--- config.mk ---
export PLATFORM = sky130hd
export DESIGN_NAME = mux_lut_logic_unit
export DESIGN_NICKNAME = d
export VERILOG_FILES = /design/src/rtl/mux_lut_logic_unit.sv
export SDC_FILE = /design/constraint.sdc
export NUM_CORES = 1
export LEC_CHECK = 0
export CAP_MARGIN = 20
export CORE_MARGIN = 10
export CORE_UTILIZATION = 25
export CTS_CLUSTER_SIZE = 16
export DETAILED_ROUTE_END_ITERATION = 10
export GPL_ROUTABILITY_DRIVEN = 0
export MAX_ROUTING_LAYER = met4
export PLACE_DENSITY_LB_ADDON = 0.08
export SETUP_SLACK_MARGIN = 0.3
export SYNTH_ARGS = -nofsm -noshare
export SYNTH_HDL_FRONTEND = slang
export SYNTH_SLANG_ARGS = --single-unit
--- constraint.sdc ---
create_clock -name clk -period 1.3 [get_ports clk]
set_input_delay 0.26 -clock clk [delete_from_list [all_inputs] [get_ports clk]]
set_output_delay 0.26 -clock clk [all_outputs]
set_load 0.1 [all_outputs]
--- src/rtl/mux_lut_logic_unit.sv ---
// W-lane, K-input LUT logic unit: each lane returns one bit of a 2^K-entry truth table via a 2:1 mux tree.
// Latency: beat accepted at edge n is registered on out_data after edge n+1 and consumed at edge n+2 at the earliest.
// Backpressure: two-entry valid/ready pipeline; in_ready combinationally follows out_ready when both stages are full.
module mux_lut_logic_unit #(
    parameter int K = 2,
    parameter int W = 8
) (
    input  logic                 clk,
    input  logic                 rst,
    input  logic                 in_valid,
    output logic                 in_ready,
    input  logic [K*W-1:0]       in_data,
    input  logic [2:0]           in_op,
    input  logic                 cfg_we,
    input  logic [(1<<K)-1:0]    cfg_table,
    output logic                 out_valid,
    input  logic                 out_ready,
    output logic [W-1:0]         out_data,
    output logic [2:0]           out_op
);

    localparam int N = 1 << K;

    // Runtime-loadable custom table
    logic [N-1:0]   r_custom;

    // Stage 1: operands, op and the truth table resolved at acceptance
    logic           r_s1_valid;
    logic [K*W-1:0] r_s1_data;
    logic [2:0]     r_s1_op;
    logic [N-1:0]   r_s1_tbl;

    // Stage 2: registered result
    logic           r_s2_valid;
    logic [W-1:0]   r_s2_data;
    logic [2:0]     r_s2_op;

    logic           w_s1_load;
    logic           w_s2_load;
    logic [N-1:0]   w_tbl;
    logic [W-1:0]   w_eval;
    logic [2*N-1:1] w_node;

    // Map an op code to its effective truth table; bit idx is the output for operand index idx.
    function automatic logic [N-1:0] f_resolve(input logic [2:0] op, input logic [N-1:0] custom);
        logic [N-1:0] t;
        logic [K-1:0] v;
        t = '0;
        for (int idx = 0; idx < N; idx++) begin
            v = K'(idx);
            case (op)
                3'd0:    t[idx] = ~v[0];
                3'd1:    t[idx] = &v;
                3'd2:    t[idx] = |v;
                3'd3:    t[idx] = ~(&v);
                3'd4:    t[idx] = ~(|v);
                3'd5:    t[idx] = ^v;
                3'd6:    t[idx] = ~(^v);
                default: t[idx] = custom[idx];
            endcase
        end
        return t;
    endfunction

    // Leaves are stored bit-reversed so that operand 0 ends up on the root select.
    function automatic int f_bitrev(input int p);
        int r;
        r = 0;
        for (int b = 0; b < K; b++) begin
            if (p[b]) r = r | (1 << (K - 1 - b));
        end
        return r;
    endfunction

    assign w_s2_load = r_s1_valid & (~r_s2_valid | out_ready);
    assign in_ready  = ~rst & (~r_s1_valid | w_s2_load);
    assign w_s1_load = in_valid & in_ready;
    assign w_tbl     = f_resolve(in_op, r_custom);

    assign out_valid = r_s2_valid;
    assign out_data  = r_s2_data;
    assign out_op    = r_s2_op;

    // Per-lane heap-ordered mux tree: node n at depth d is steered by operand d of that lane.
    always_comb begin
        w_eval = '0;
        w_node = '0;
        for (int i = 0; i < W; i++) begin
            for (int p = 0; p < N; p++) begin
                w_node[N + p] = r_s1_tbl[f_bitrev(p)];
            end
            for (int d = K - 1; d >= 0; d--) begin
                for (int n = (1 << d); n < (2 << d); n++) begin
                    w_node[n] = r_s1_data[d*W + i] ? w_node[2*n + 1] : w_node[2*n];
                end
            end
            w_eval[i] = w_node[1];
        end
    end

    // Custom table register; writes land at the edge and affect only later acceptances.
    always_ff @(posedge clk) begin
        if (rst) begin
            r_custom <= '0;
        end else if (cfg_we) begin
            r_custom <= cfg_table;
        end
    end

    // Stage 1 capture with the table resolved against the pre-write custom contents.
    always_ff @(posedge clk) begin
        if (rst) begin
            r_s1_valid <= 1'b0;
            r_s1_data  <= '0;
            r_s1_op    <= '0;
            r_s1_tbl   <= '0;
        end else if (w_s1_load) begin
            r_s1_valid <= 1'b1;
            r_s1_data  <= in_data;
            r_s1_op    <= in_op;
            r_s1_tbl   <= w_tbl;
        end else if (w_s2_load) begin
            r_s1_valid <= 1'b0;
        end
    end

    // Stage 2 result register; data and op hold when not reloaded.
    always_ff @(posedge clk) begin
        if (rst) begin
            r_s2_valid <= 1'b0;
            r_s2_data  <= '0;
            r_s2_op    <= '0;
        end else if (w_s2_load) begin
            r_s2_valid <= 1'b1;
            r_s2_data  <= w_eval;
            r_s2_op    <= r_s1_op;
        end else if (out_ready) begin
            r_s2_valid <= 1'b0;
        end
    end

endmodule

Word-level counts from Yosys, hierarchy flattened --
Index checks and enable logic that the tools add are counted.
Word-level totals: input port bits 28, word-level logic and storage cells 65, output and inout port bits 13, flip-flop bits (word level) 40
Cells by class: eq/ne operators 6, bitwise logic cells 8, reductions and logical operators 11, muxes and demuxes 32
Operators with widths (number):
- $mux 1 | 28
- $reduce_or 4->1 | 4
- $reduce_or 3->1 | 4
- $eq 3x3->1 const B | 3
- $pmux 1 s2 | 4
- $eq 3x2->1 const B | 2
- $reduce_bool 2->1 | 2
- $and 1x1->1 | 3
- $eq 3x1->1 const B | 1
- $logic_not 3->1 | 1
- $not 1->1 | 3
- $or 1x1->1 | 2

Longest topological paths before layout --
depth after elaboration 7, gate-level depth with buffers 5, mapped depth without buffers 3

Least setup slack after synthesis --
OpenSTA, ideal clock, no wires.
kind flip-flop to output port, from reg r_s2_valid, in the netlist out_valid, to out in_ready, cell stages (with the launch flop) 5, arrival 2.523 ns, data required time 1.040 ns, path buffers 2, slack -1.483 ns, cell sequence dfxtp_1 -> and3b_1 -> buf_6 -> buf_6 -> nor2_1
Between the ends: cells in the longest elaborated chain, start to end 5
RTL lines:
- start: declaration | RTL line 34 | logic r_s2_valid;
- start signal: assignment | RTL line 130 | r_s2_valid <= 1'b0;
- start signal: assignment | RTL line 134 | r_s2_valid <= 1'b1;
- start signal: assignment | RTL line 138 | r_s2_valid <= 1'b0;
- $not 1->1 | RTL line 75 | assign w_s2_load = r_s1_valid & (~r_s2_valid | out_ready);
- $or 1x1->1 | RTL line 75
- $and 1x1->1 | RTL line 75
- $or 1x1->1 | RTL line 76 | assign in_ready = ~rst & (~r_s1_valid | w_s2_load);
- $and 1x1->1 | RTL line 76
- end: declaration | RTL line 11 | output logic in_ready,
No other way between the ends.

Final worst setup path --
from reg r_s1_valid, to out in_ready
Between the ends: cells in the longest elaborated chain, start to end 3, elaborated cells between the ends (all ways) 4, classes of those cells bitwise (4)
RTL lines:
- start: declaration | RTL line 28 | logic r_s1_valid;
- start signal: assignment | RTL line 113 | r_s1_valid <= 1'b0;
- start signal: assignment | RTL line 118 | r_s1_valid <= 1'b1;
- start signal: assignment | RTL line 123 | r_s1_valid <= 1'b0;
- $and 1x1->1 / $not 1->1 (equally long branches) | RTL line 75, 76
- $or 1x1->1 (*) | RTL line 76
- $and 1x1->1 (*) | RTL line 76
Every way passes the cells marked *; elsewhere a longest branch is shown, timed or not.

==> results.py <==
metrics = {
    "run_status": {
        "status": "finished, violations left",
        "violations": "setup timing",
    },
    "sta": {
        "drv_slew": 0,
        "worst_pin_slew_ns": 0.2651,
        "clock.fmax_mhz": 707.9,
        "final_hold_viol_count": 0,
        "setup_tns_ns": -0.6135,
        "post-route-worst-setup-slack_ns": -0.1127,
        "period_share_pct": 108.7,
        "rsz0062_at_grt": "yes",
        "fin_crit_ns": 1.413,
        "setup_violations": 12,
        "finalClockSkew_ns": 0.008257,
        "slew_headroom_pct": 82.27,
    },
    "die": {
        "initial_utilization_pct": 25.60,
        "ioPinCount": 41,
        "die_h_um": 108.7,
        "row_count": 32,
        "fp.coreArea_sq_mm": 0.007687,
        "die-width_um": 108.7,
        "fp.dieArea_sq_mm": 0.01182,
    },
    "global_routing": {
        "grt_pass1_vias": 1762,
        "grt_pass1_wl_mm": 8.825,
        "grt_usage_pct": 9.555,
        "grt_max_degree": 24,
        "grt_overflow": 0,
        "antenna_found_initial": 0,
    },
    "drt": {
        "drt-pass1-iter-count": 4,
        "drc": 0,
        "viasPerCell": 4.410,
        "wl_mm": 5.351,
        "wl_per_cell_um": 14.23,
        "drtAntennaViolNets": 0,
        "drtIter0Drc": 33,
        "vias": 1658,
    },
    "clock_tree": {
        "clockBufferDepth": 2,
        "cts_tree": "done",
        "root_buffer": "clkbuf_8",
        "clk_pin_slew_ns": 0.09,
        "cts.sinks": 40,
        "clk_latency_ns": 0.29,
        "hold_buffers": 0,
        "htree_levels": 2,
        "cts_buffers": 5,
    },
    "layout": {
        "nNetsFinal": 301,
        "mostFrequentLayoutCells": "clkdlybuf4s50_1, buf_4, buf_12",
        "fillerInstances": 749,
        "drive_gt1_share_pct": 63.87,
        "stdcell_count": 376,
        "finish.utilization_pct": 45.15,
        "diodes": 0,
        "area_growth_pct": 76.35,
    },
    "pwr": {
        "powerDensity_mw_per_mm2": 984.1,
        "leakagePower_nw": 1.386,
        "ir_drop_mv": 0.4183,
    },
    "logic_synthesis": {
        "synth_seq_area_share_pct": 40.69,
        "yosysWarnings": 0,
        "synth_cells": 193,
        "yosys_register_bits": 40,
        "yosys.area.top_type_share_pct": 40.69,
        "yosysTopAreaCell": "dfxtp_1",
        "netlist_top_cells_area": "dfxtp_1, o211ai_2, mux4_2",
        "avgSynthCellArea_sq_um": 10.20,
        "synth_area_sq_mm": 0.001968,
        "synthesis.nets": 221,
        "synth.distinct_cells": 27,
    },
    "critical_path": {
        "critPathLaunchType": "flip-flop",
        "crit_path_max_fanout": 3,
        "ff2ff_setup_slack_ns": -0.07,
        "arrival_ns": 1.15,
        "r2r-start": "r_s1_valid",
        "critPathCaptureType": "output port",
        "worstPathRequired_ns": 1.04,
        "reg2reg_to": "r_s1_data[6]",
        "r2r_cells": 5,
        "criticalPathCategory": "flip-flop to output port",
    },
    "place": {
        "placedCellCount": 339,
        "dp_hpwl_mm": 3.782,
        "port_buffers": 40,
    },
    "min_path": {
        "min_path_type": "input port to flip-flop",
        "whs_path_depth": 3,
        "min_from": "cfg_we",
        "min_to": "r_custom[0]",
    },
    "flow_run": {
        "drv_cap": 0,
    },
}
==> stage by stage <==
step                      power (mW)  worst slack (ns)  area [sq um]  hold slack [ns]
after floorplan                1.707           -0.3631          2003           0.3900
after global placement         1.965           -0.3699          2759           0.4569
after detailed placement       1.969           -0.3748          2759           0.4621
after CTS                      3.412           -0.1335          3234           0.4797
after global routing           3.562           -0.1679          3471           0.4272
final                          3.416           -0.1127          3471           0.4062
==> routing by layer <==
| layer | vias to the layer above | global-route usage (%) | routed length, um | part of all wire [%] |
|---|---|---|---|---|
| met5 | - | - | 0 | 0 |
| met4 | 0 | 2.542 | 27 | 0.50 |
| met3 | 2 | 2.832 | 185 | 3.5 |
| met2 | 27 | 15.43 | 2666 | 50 |
| met1 | 773 | 11.36 | 2471 | 46 |
| li1 | 856 | - | - | - |
==> repair_timing <==
action,in CTS,in global routing
endpoints found under the setup margin,49,50
pin swaps,15,11
hold endpoints to repair,0,0
gates cloned,2,1
setup buffers,15,11
gates resized for setup,50,40
==> final cells by class <==
class / count / area [sq um] / area share, %
Timing Repair Buffer: 88 / 1095 / 31.54
Timing Repair inverter: 1 / 7.507 / 0.2163
Clock buffer: 6 / 93.84 / 2.704
Clock inverter: 2 / 60.06 / 1.730
Multi-Input combinational cell: 118 / 1162 / 33.49
Sequential cell: 40 / 849.6 / 24.48
Inverter: 19 / 75.07 / 2.163
Tap cell: 102 / 127.6 / 3.677
==> logic make-up after synthesis <==
group | after synthesis | share of synthesized area [%]
flip-flops | 40 | 40.69
AND/OR/NAND/NOR | 34 | 9.535
multiplexers | 12 | 11.19
buffers and inverters | 35 | 9.027
AO/OA/AOI/OAI | 72 | 29.56
==> worst max-delay path by stage <==
stage / slack (ns) / end / cells past startpoint / start
finish: -0.11 / in_ready / 3 / r_s1_valid
global route: -0.17 / in_ready / 3 / out_valid
detailed placement: -0.37 / out_data[1] / 4 / out_ready
CTS: -0.13 / in_ready / 3 / r_s1_valid
floorplan: -0.36 / in_ready / 4 / out_valid
global placement: -0.37 / out_data[1] / 4 / out_ready
==> sequential cells by signal, summed over array words and instances (netlist names) <==
signal      count
out_data        8
out_op          3
out_valid       1
r_custom        4
r_s1_data      16
r_s1_op         3
r_s1_tbl        4
r_s1_valid      1
==> synth_stat cells <==
cell type  number
nand2_1         4
nor3b_1         2
a21boi_0        3
o211ai_1        4
buf_6           4
mux4_2          8
inv_1          17
o21ai_2        13
buf_2           7
inv_2           2
nand2b_1        4
nor2_1          6
nor2b_4         1
buf_4           2
o211ai_2       19
o21ai_1         7
o21ai_0         8
nand3_1        14
a21oi_1        14
dfxtp_1        40
a21bo_2         1
and3b_1         1
nand3b_2        1
nor2b_1         1
o31ai_1         3
clkbuf_1        3
mux2i_1         4
==> power by group <==
group          switching [mW]  leakage, nW  internal [mW]
Clock                   0.446       0.0765          0.883
Combinational           0.350        0.969          0.391
Sequential             0.0570        0.340           1.29
Total                   0.853         1.39           2.56
==> worst max-delay path, cell delays in order, from the launching register on <==
cell	delay (ns)
dfxtp_4	0.35
and3b_2	0.23
nor2_4	0.11
buf_12	0.18
No activity file was read; power rests on OpenSTA's default activity.
